<file path="src/rtl/adc_tpg_if.sv">
// Sample-bus and configuration bundle between the ADC test pattern generator and its consumer.
// The master side is the generator: it takes enable/config and drives the packed sample bus.
interface adc_tpg_if #(
    parameter int ADC_DATA_WIDTH = 8,
    parameter int LANES          = 4,
    parameter int CNT_WIDTH      = 18
);
    logic                             en;
    logic                             cfg_load;
    logic [1:0]                       cfg_mode;
    logic [ADC_DATA_WIDTH-1:0]        cfg_base;
    logic [ADC_DATA_WIDTH-1:0]        cfg_peak_val;
    logic [7:0]                       cfg_peak_lane;
    logic [CNT_WIDTH-1:0]             cfg_peak_offset;
    logic [ADC_DATA_WIDTH*LANES-1:0]  adc_all_bit_o;
    logic                             window_start_o;
    logic [ADC_DATA_WIDTH-1:0]        expected_max_o;
    logic                             expected_max_valid_o;

    modport master (
        input  en, cfg_load, cfg_mode, cfg_base, cfg_peak_val, cfg_peak_lane, cfg_peak_offset,
        output adc_all_bit_o, window_start_o, expected_max_o, expected_max_valid_o
    );

    modport slave (
        output en, cfg_load, cfg_mode, cfg_base, cfg_peak_val, cfg_peak_lane, cfg_peak_offset,
        input  adc_all_bit_o, window_start_o, expected_max_o, expected_max_valid_o
    );
endinterface

</file>
<file path="src/rtl/adc_test_pattern_gen.sv">
// Synthetic multi-lane ADC source: CONST/RAMP/PEAK/PRBS patterns in fixed windows, plus the
// true per-window maximum so downstream peak detectors can be checked in-system.
module adc_test_pattern_gen #(
    parameter int ADC_DATA_WIDTH = 8,
    parameter int LANES          = 4,
    parameter int WINDOW_LEN     = 150000,
    parameter int CNT_WIDTH      = 18
) (
    input  logic      clk,
    input  logic      rst,
    adc_tpg_if.master bus
);
    localparam int                   W         = ADC_DATA_WIDTH;
    localparam logic [CNT_WIDTH-1:0] LAST_N    = CNT_WIDTH'(WINDOW_LEN - 1);
    localparam logic [15:0]          LFSR_SEED = 16'hACE1;

    typedef enum logic [1:0] {
        MODE_CONST = 2'd0,
        MODE_RAMP  = 2'd1,
        MODE_PEAK  = 2'd2,
        MODE_PRBS  = 2'd3
    } mode_e;

    typedef struct packed {
        mode_e                mode;
        logic [W-1:0]         base;
        logic [W-1:0]         peak_val;
        logic [7:0]           peak_lane;
        logic [CNT_WIDTH-1:0] peak_offset;
    } cfg_t;

    cfg_t                 act_q, act_d, pend_q, pend_d, cfg_in, cfg_eff;
    logic                 pend_vld_q, pend_vld_d;
    logic [CNT_WIDTH-1:0] cnt_q, cnt_d;
    logic [15:0]          lfsr_q, lfsr_d;
    logic [W-1:0]         run_max_q, run_max_d;
    logic                 last_q, last_d;
    logic [W*LANES-1:0]   data_q, data_d;
    logic                 ws_q, ws_d;
    logic [W-1:0]         max_q, max_d;
    logic                 valid_q, valid_d;
    logic [W-1:0]         samp [LANES];
    logic [W-1:0]         samp_max;
    logic                 at_start;

    // Sample generation for the cycle about to be emitted (cnt_q).
    always_comb begin
        // NOTE: every comb output gets a default up front so no path can infer a latch.
        samp     = '{default: '0};
        samp_max = '0;
        cfg_in   = '{mode: mode_e'(bus.cfg_mode), base: bus.cfg_base, peak_val: bus.cfg_peak_val,
                     peak_lane: bus.cfg_peak_lane, peak_offset: bus.cfg_peak_offset};
        at_start = (cnt_q == '0);
        // Pending config takes effect on the very sample that opens a window.
        cfg_eff  = (at_start && pend_vld_q) ? pend_q : act_q;
        for (int k = 0; k < LANES; k++) begin
            case (cfg_eff.mode)
                MODE_RAMP: samp[k] = W'(int'(cnt_q) * LANES + k);
                MODE_PEAK: samp[k] = (int'(cfg_eff.peak_lane) == k && cnt_q == cfg_eff.peak_offset)
                                     ? cfg_eff.peak_val : cfg_eff.base;
                MODE_PRBS: samp[k] = lfsr_q[W-1:0] ^ W'(k * 'h35);
                default:   samp[k] = cfg_eff.base;
            endcase
            if (samp[k] > samp_max) samp_max = samp[k];
        end
    end

    always_comb begin
        act_d      = act_q;
        pend_d     = pend_q;
        pend_vld_d = pend_vld_q;
        cnt_d      = '0;
        lfsr_d     = lfsr_q;
        run_max_d  = '0;
        last_d     = 1'b0;
        data_d     = '0;
        ws_d       = 1'b0;
        valid_d    = last_q;
        max_d      = last_q ? run_max_q : max_q;

        if (bus.en && at_start && pend_vld_q) pend_vld_d = 1'b0;
        // A load in the boundary clk lands in pending after the consume, so it waits a window.
        if (bus.cfg_load) begin
            pend_d     = cfg_in;
            pend_vld_d = 1'b1;
        end

        if (bus.en) begin
            act_d  = cfg_eff;
            ws_d   = at_start;
            cnt_d  = (cnt_q == LAST_N) ? '0 : cnt_q + 1'b1;
            last_d = (cnt_q == LAST_N);
            lfsr_d = {lfsr_q[0] ^ lfsr_q[2] ^ lfsr_q[3] ^ lfsr_q[5], lfsr_q[15:1]};
            for (int k = 0; k < LANES; k++) data_d[k*W +: W] = samp[k];
            run_max_d = (at_start || samp_max > run_max_q) ? samp_max : run_max_q;
        end
    end

    always_ff @(posedge clk) begin
        // NOTE: state registers use non-blocking assignment so all update together at the edge.
        if (rst) begin
            act_q      <= cfg_t'('0);
            pend_q     <= cfg_t'('0);
            pend_vld_q <= 1'b0;
            cnt_q      <= '0;
            lfsr_q     <= LFSR_SEED;
            run_max_q  <= '0;
            last_q     <= 1'b0;
            data_q     <= '0;
            ws_q       <= 1'b0;
            max_q      <= '0;
            valid_q    <= 1'b0;
        end else begin
            act_q      <= act_d;
            pend_q     <= pend_d;
            pend_vld_q <= pend_vld_d;
            cnt_q      <= cnt_d;
            lfsr_q     <= lfsr_d;
            run_max_q  <= run_max_d;
            last_q     <= last_d;
            data_q     <= data_d;
            ws_q       <= ws_d;
            max_q      <= max_d;
            valid_q    <= valid_d;
        end
    end

    assign bus.adc_all_bit_o        = data_q;
    assign bus.window_start_o       = ws_q;
    assign bus.expected_max_o       = max_q;
    assign bus.expected_max_valid_o = valid_q;
endmodule

</file>
<file path="src/flat_wrapper.sv">
// flat-port wrapper written by rule: the top's interface ports become plain ports
module adc_test_pattern_gen_flat 
#(
    parameter int ADC_DATA_WIDTH = 8,
    parameter int LANES          = 4,
    parameter int WINDOW_LEN     = 150000,
    parameter int CNT_WIDTH      = 18
)
  (clk, rst, bus_en, bus_cfg_load, bus_cfg_mode, bus_cfg_base, bus_cfg_peak_val, bus_cfg_peak_lane, bus_cfg_peak_offset, bus_adc_all_bit_o, bus_window_start_o, bus_expected_max_o, bus_expected_max_valid_o);
  adc_tpg_if #(.ADC_DATA_WIDTH(ADC_DATA_WIDTH), .LANES(LANES), .CNT_WIDTH(CNT_WIDTH)) bus_i ();
  input  logic clk;
  input  logic rst;
  input wire logic [$bits(bus_i.en)-1:0] bus_en;
  input wire logic [$bits(bus_i.cfg_load)-1:0] bus_cfg_load;
  input wire logic [$bits(bus_i.cfg_mode)-1:0] bus_cfg_mode;
  input wire logic [$bits(bus_i.cfg_base)-1:0] bus_cfg_base;
  input wire logic [$bits(bus_i.cfg_peak_val)-1:0] bus_cfg_peak_val;
  input wire logic [$bits(bus_i.cfg_peak_lane)-1:0] bus_cfg_peak_lane;
  input wire logic [$bits(bus_i.cfg_peak_offset)-1:0] bus_cfg_peak_offset;
  output wire logic [$bits(bus_i.adc_all_bit_o)-1:0] bus_adc_all_bit_o;
  output wire logic [$bits(bus_i.window_start_o)-1:0] bus_window_start_o;
  output wire logic [$bits(bus_i.expected_max_o)-1:0] bus_expected_max_o;
  output wire logic [$bits(bus_i.expected_max_valid_o)-1:0] bus_expected_max_valid_o;
  assign bus_i.en = bus_en;
  assign bus_i.cfg_load = bus_cfg_load;
  assign bus_i.cfg_mode = bus_cfg_mode;
  assign bus_i.cfg_base = bus_cfg_base;
  assign bus_i.cfg_peak_val = bus_cfg_peak_val;
  assign bus_i.cfg_peak_lane = bus_cfg_peak_lane;
  assign bus_i.cfg_peak_offset = bus_cfg_peak_offset;
  assign bus_adc_all_bit_o = bus_i.adc_all_bit_o;
  assign bus_window_start_o = bus_i.window_start_o;
  assign bus_expected_max_o = bus_i.expected_max_o;
  assign bus_expected_max_valid_o = bus_i.expected_max_valid_o;
  adc_test_pattern_gen #(.ADC_DATA_WIDTH(ADC_DATA_WIDTH), .LANES(LANES), .WINDOW_LEN(WINDOW_LEN), .CNT_WIDTH(CNT_WIDTH)) u_core (.clk(clk), .rst(rst), .bus(bus_i));
endmodule
</file>
<file path="config.mk">
export PLATFORM = sky130hd
export DESIGN_NAME = adc_test_pattern_gen_flat
export DESIGN_NICKNAME = d
export VERILOG_FILES = /design/src/rtl/adc_tpg_if.sv /design/src/rtl/adc_test_pattern_gen.sv /design/src/flat_wrapper.sv
export SDC_FILE = /design/constraint.sdc
export NUM_CORES = 1
export LEC_CHECK = 0
export CORE_AREA = 5 5 101 198
export CTS_CLUSTER_SIZE = 24
export DETAILED_ROUTE_END_ITERATION = 12
export DIE_AREA = 0 0 106 203
export PLACE_DENSITY = 0.76
export SETUP_SLACK_MARGIN = 0.15
export SYNTH_ARGS = -nofsm -noshare
export SYNTH_HDL_FRONTEND = slang
export SYNTH_SLANG_ARGS = --single-unit
</file>
<file path="constraint.sdc">
create_clock -name clk -period 8.7 [get_ports clk]
set_input_delay 1.305 -clock clk [delete_from_list [all_inputs] [get_ports clk]]
set_output_delay 1.305 -clock clk [all_outputs]
set_load 0.02 [all_outputs]
</file>
==> results.md, run 1 <==
* Hold Crit Start: u_core.act_q[23]
* Post-synthesis mux area share at 11.9%
* Pre-Repair DR Iteration Count at 7
* Sequential Area at 0.00349 sq mm
* Crit-path slowest cell: or4_4
* Multi-input gate area at 0.00607 sq mm
* Share of layout cells above drive strength 1 at 29.4%
* Met1 wire length at 11000 um
* Crit path capture type: register
* R2R Path Start: u_core.cnt_q[15]
* Number of synthesized flops with an enable pin at 0
* Arrival time worst endpoint at 9280 ps
* Die X-Extent at 106 um
* DRC at 0
* Hold depth at 2
* Num rows at 70
* Num CTS Buffers at 17
* Reg2reg path depth at 40
* Final WL at 33400 um
* PortBufs at 89
* Max_cap viols at 0
* Vias per inst at 5.91
* Share of synthesized cell area in full adder, half adder and majority cells at 4.53%
* Diode count at 0
* Final ANT Viol Nets at 0
* I/O Pins at 90
* Library cells used by synthesis at 76
* Ys flop type: dfxtp_1
* Hold Crit Class: register to register
* Leading area contributor after synthesis: dfxtp_1
* Worst Tran Pin Value at 1360 ps
* Final WS setup at -281 ps
* Filler Cell Count at 1289
* Worst-case hold path end point: u_core.act_q[23]
* TritonCTS Sinks at 174
* Yosys top cell area share at 37.1%
* Vias at 9537
* WL met3 at 1470 um
* Final hold slack at 454 ps
* Final min period at 8980 ps
* Avg WL per Cell at 20.7 um
* Ys Warns at 0
* Worst R2R Setup Slack at -280 ps
* Maximum VDD drop at 199 uV
* Fmax at 0.111 GHz
* RR Endpoint: u_core.run_max_q[7]
* CP startpoint: u_core.cnt_q[15]
* Area of the core at 0.0182 sq mm
* Clock root buffer: clkbuf_16
* Setup crit start kind: register
* GRT Resource Usage Total at 30.0%
* CP Class: register to register
* Max Slew Vio Count at 0
* Initial antenna violation count at 0
* Worst EP required at 9000 ps
* Placed Instances at 1482
* Post-Layout Cell Count at 1615
* Setup Skew at 11.9 ps
* CP max stage delay at 550 ps
* FF+latch count, synth at 174
* Most instantiated cells after synthesis: 174 x dfxtp_1, 152 x nor2_1, 105 x nand2_1
* Post-synth ARST share at 0%
* Clock transition at the registers of the reported paths at 70 ps
* Relative slew slack at 9.40%
* Final Cycle Share at 103%
* Synth Area in Compound Gates at 17.0%
* Syn_nets at 1186
* DP Wirelength at 23000 um
* PwrDens at 269 mW/mm^2
* Simple-gate portion of the synthesized area at 20.9%
* Count leader, synth: dfxtp_1
* GPL Wtd Cong at 1.02
* Initial Util at 51.5%
* Die Area at 0.0215 sq mm
* Vias in the first global route at 9483
* Detailed Route Iter0 Violations at 523
* CTS max path bufs at 2
* Grt ovf at 0
* Worst Path Max Fanout at 5
* Uppermost routed layer: met4
* Syn Inst Count at 1104
* Register area share after synthesis at 37.1%
* Syn-to-layout area delta at 44.2%
* Met2 WL at 17400 um
* Mapped cell area at 0.00939 sq mm
* First-pass GRT wire length at 50000 um
* Synth top area cells: dfxtp_1 37%, mux2i_1 10%, nor2_1 6.1%, ha_1 4.5%, nand2_1 4.2%
* Setup TNS at -1740 ps
* Nets at 1469
* CTS tree: built
* Status: finished, violations left
* Total Power at 3.65 mW
* Final hold vios at 0
* Clk_lat worst skew at 440 ps
* Synth Area in XOR/XNOR at 3.17%
* H-tree depth at 4
* Post-synthesis average cell area at 8.50 sq um
* Pin count of the biggest net entering global routing at 66
* Main combinational cell family by area after synthesis: simple AND/OR/NAND/NOR gates
* RSZ-0062 raised after global routing: yes
* Final setup viols at 8
* P_leak at 5.73 nW
* Failing checks: negative setup slack
* Die Y at 203 um
==> power by group <==
group          internal [mW]  switching [mW]
clock network          0.409           0.338
registers              0.848          0.0386
logic                   1.04           0.972
==> worst max path at each step <==
stage                                endpoint  slack [ps]
after floorplan           u_core.run_max_q[5]         160
after global placement    u_core.run_max_q[5]        -170
after detailed placement  u_core.run_max_q[5]        -380
after CTS                 u_core.run_max_q[7]         100
after global routing      u_core.run_max_q[0]        -600
final                     u_core.run_max_q[7]        -280
==> layer usage <==
layer  GRT usage (%)  up-vias
met5               0        -
met1            27.5     4506
met4            26.7        0
met3            5.66      192
met2            55.0      392
li1                -     4447
==> stage by stage <==
| stage | area, sq um | setup slack [ps] | utilization, % |
|---|---|---|---|
| 3_5_place_dp | 11400 | -382 | 62.8 |
| 6_report | 13500 | -281 | 74.3 |
| 2_1_floorplan | 9550 | 155 | - |
| 3_3_place_gp | 11400 | -171 | 62.8 |
| 4_1_cts | 12900 | 99.0 | 70.8 |
| 5_1_grt | 13500 | -597 | 74.3 |
==> layout make-up <==
class | instances | area share, %
well taps | 216 | 2.00
inverters | 43 | 1.20
multi-input cells | 817 | 44.9
clock buffers | 19 | 3.27
flip-flops and latches | 174 | 25.8
repair buffers | 334 | 21.9
clock inverters | 12 | 0.961
==> cells in the final DEF, fill, tap and decap left out, drive strengths merged, types with 10 or more instances in the layout <==
cell	n
a211oi	26
a21o	17
a21oi	67
and2	13
and3	13
buf	247
clkbuf	19
clkdlybuf4s50	86
dfxtp	174
ha	34
inv	46
mux2	10
mux2i	99
nand2	106
nand2b	19
nand3	29
nand4	15
nor2	153
nor2b	11
nor3	13
nor4	13
o211ai	10
o21ai	36
o22ai	18
xnor2	17
xor2	17
==> sequential cells by signal (all words and copies together), names as in the netlist <==
name                             cells
u_core.bus.expected_max_valid_o      1
u_core.last_q                        1
u_core.pend_vld_q                    1
u_core.bus.expected_max_o            8
u_core.cnt_q                        18
u_core.pend_q                       44
u_core.run_max_q                     8
u_core.bus.window_start_o            1
u_core.lfsr_q                       16
u_core.act_q                        44
u_core.bus.adc_all_bit_o            32
==> cells by family (layout without fill, tap and decap cells) <==
logic type	count (synthesis)	after routing
AND/OR/NAND/NOR	406	406
adder cells (fa/ha/maj)	34	34
AO/OA/AOI/OAI	234	234
flip-flops	174	174
buffers and inverters	113	408
XOR/XNOR	34	34
multiplexers	109	109
==> worst max-delay path, delay by kind of cell, from the launching register on <==
family	cells	cell delay, ps
simple gates	13	2650
buf+inv	3	370
mux	2	700
compound gates	18	3550
flops	1	320
fa+ha+maj	4	1240
==> repair_timing <==
item / CTS / global route
pin swaps: 29 / 45
buffers inserted: 74 / 27
hold buffers: 0 / 0
cloned: 1 / 0
resized for setup: 63 / 94
setup endpoints to repair: 8 / 9
No activity file was read; power rests on OpenSTA's default activity.
==> inputs of run 2 (changes only) <==
- GPL_ROUTABILITY_DRIVEN: unset -> 0
- RECOVER_POWER: unset -> 100
==> run 2 against run 1 <==
Against the previous run: the flow finishes with violations (max-capacitance violations, max-slew violations, negative setup slack); sequential share of layout area rose by 2.0 points; clock-buffer cell count fell by 1; first-iteration DRC count rose by 7.5%; sequential power barely moved; die area did not move; clock skew rose by 2.0 ps; via count fell by 4.7%.
==> results.md, run 2 (synthesis results as in run 1) <==
* Status: finished, violations left
* Failing checks: max-capacitance violations, max-slew violations, negative setup slack
* Crit-path slowest cell: or4_4
* TritonCTS Sinks at 174 (unchanged)
* Share of power burned in registers at 25.6% (+1.3 points)
* PortBufs at 89 (unchanged)
* DP Wirelength at 21400 um (-6.8%)
* Filler Cell Count at 1379 (+7.0%)
* Diode count at 0 (unchanged)
* Hold Crit Class: register to register
* Initial antenna violation count at 0 (unchanged)
* CP max stage delay at 550 ps (about the same)
* Vias at 9086 (-4.7%)
* H-tree depth at 4 (unchanged)
* Nets at 1374 (-6.5%)
* Die Area at 0.0215 sq mm (unchanged)
* Vias per inst at 5.97 (+1.2%)
* Final setup viols at 8 (unchanged)
* R2R Path Start: u_core.cnt_q[12]
* Most frequent cells in the layout: 172 x dfxtp_1, 148 x nor2_1, 136 x buf_4, 103 x nand2_1, 89 x mux2i_1
* Final hold vios at 0 (unchanged)
* Fmax at 0.113 GHz (+1.4%)
* Gate power share at 51.6% (-3.6 points)
* Worst EP required at 9030 ps (+30 ps)
* Clk pwr share at 22.8% (+2.3 points)
* Grt ovf at 0 (unchanged)
* CP Class: register to register
* Final ANT Viol Nets at 0 (unchanged)
* PwrDens at 276 mW/mm^2 (+2.3%)
* Area of the core at 0.0182 sq mm (unchanged)
* Clock transition at the registers of the reported paths at 70 ps (about the same)
* Worst-case hold path end point: u_core.act_q[12]
* GRT Resource Usage Total at 28.1% (-1.9 points)
* DRC at 0 (unchanged)
* RSZ-0062 raised after global routing: yes
* Final min period at 8860 ps (-125 ps)
* RR Endpoint: u_core.run_max_q[5]
* Post-Layout Cell Count at 1521 (-5.8%)
* Multi-input gate area at 0.00595 sq mm (-2.1%)
* First-pass GRT wire length at 47400 um (-5.1%)
* Worst Tran Pin Value at 3280 ps (+1930 ps)
* Setup crit start kind: register
* Reg2reg path depth at 46 (+15%)
* Max_cap viols at 2 (+2)
* Worst Path Max Fanout at 4 (-1)
* Share of layout cells above drive strength 1 at 23.7% (-5.7 points)
* Final WS setup at -155 ps (+125 ps)
* Placed Instances at 1464 (-1.2%)
* Pin count of the biggest net entering global routing at 75 (+14%)
* Commonest non-fill, non-tap cell in the layout: dfxtp_1
* CTS max path bufs at 2 (unchanged)
* Net Sw Frac at 37.1% (+0.18 points)
* Switching power at 1.28 mW (-4.7%)
* Num CTS Buffers at 17 (unchanged)
* Hold depth at 2 (unchanged)
* Hold Crit Start: u_core.act_q[12]
* Detailed Route Iter0 Violations at 562 (+7.5%)
* Internal power at 2.17 mW (-5.4%)
* Final hold slack at 454 ps (-0.0960 ps)
* Clock root buffer: clkbuf_16
* Final Cycle Share at 102% (-1.4 points)
* CTS Hold Buffers Added at 0 (unchanged)
* Syn-to-layout area delta at 33.7%
* Maximum VDD drop at 184 uV (-7.7%)
* Setup TNS at -658 ps (+1080 ps)
* Setup Skew at 14.0 ps (+2.01 ps)
* Pre-Repair DR Iteration Count at 6 (-1)
* Worst R2R Setup Slack at -160 ps (+130 ps)
* Avg WL per Cell at 19.8 um (-4.6%)
* Num rows at 70 (unchanged)
* Setup WS pre-CTS at -275 ps (+107 ps)
* CTS tree: built
* Die X-Extent at 106 um (unchanged)
* Vias in the first global route at 9250 (-2.5%)
* Final WL at 30000 um (-10%)
* Sequential Area at 0.00349 sq mm (unchanged)
* Arrival time worst endpoint at 9180 ps (-100 ps)
* Max Slew Vio Count at 111 (+111)
* Initial Util at 51.5% (unchanged)
* Most used cell, CP: o21ai_2
* P_leak at 5.20 nW (-9.2%)
* Crit path capture type: register
* Clk_lat worst skew at 440 ps (about the same)
* Relative slew slack at -119% (-130 points)
* Die Y at 203 um (unchanged)
* I/O Pins at 90 (unchanged)
-- run 2: cell types whose count changed in the layout (fill, tap and decap cells not counted), moves of 3 or more --
cell,delta
a21oi_1,-4
buf_6,-38
a21oi_2,+5
nor2_1,+3
a211oi_2,+3
buf_4,-57
nand2_1,+3
-- run 2: power groups by stage --
stage	combinational [mW]	clock (mW)	sequential, mW
floorplan	0.849	0	0.902
global placement	1.30	0	0.902
detailed placement	1.33	0	0.903
CTS	1.61	0.797	0.886
global route	1.91	0.835	0.892
finish	1.78	0.788	0.887
-- run 2: per-layer routing --
layer  GRT usage [%]  share of wire, %  vias up
met2            50.3                51      402
met4            24.9               9.8        0
met5               0                 0        -
li1                -                 -     4262
met3            5.47               5.6      177
met1            26.7                33     4245
-- run 2: worst max path at each step --
stage / start / end / slack, ps
final: u_core.cnt_q[12] / u_core.run_max_q[5] / -160
after global routing: u_core.cnt_q[12] / u_core.run_max_q[6] / -450
after CTS: u_core.cnt_q[16] / u_core.run_max_q[6] / -40
after detailed placement: u_core.cnt_q[12] / u_core.run_max_q[5] / -270
after global placement: u_core.cnt_q[12] / u_core.run_max_q[5] / -60
after floorplan: u_core.cnt_q[12] / u_core.run_max_q[5] / 160
-- run 2: repair_timing --
action,CTS,global route
pin swaps,36,31
resized for setup,67,36
setup buffers,21,4
endpoints found under the setup margin,8,8
gates cloned,0,0
-- run 2: cell type report --
| type | instances | area share, % |
|---|---|---|
| multi-input cells | 817 | 47.4 |
| flip-flops and latches | 174 | 27.8 |
| repair buffers | 239 | 16.5 |
| inverters | 43 | 1.30 |
| well taps | 216 | 2.15 |
| clock inverters | 14 | 1.43 |
| clock buffers | 18 | 3.42 |
-- run 2: worst max-delay path: cells and delay by family (launching register included) --
family / cells / cell delay (ps)
AO/OA/AOI/OAI: 20 / 3540
AND/OR/NAND/NOR: 17 / 2920
adder cells (fa/ha/maj): 4 / 1030
multiplexers: 2 / 520
buffers and inverters: 3 / 410
flip-flops: 1 / 330
-- run 2: per-stage QoR --
step	util, %	power [mW]	instance area, sq um
2_1_floorplan	-	1.75	9550
3_3_place_gp	62.0	2.20	11300
3_5_place_dp	62.0	2.23	11300
4_1_cts	67.9	3.29	12400
5_1_grt	68.9	3.64	12500
6_report	68.9	3.46	12500
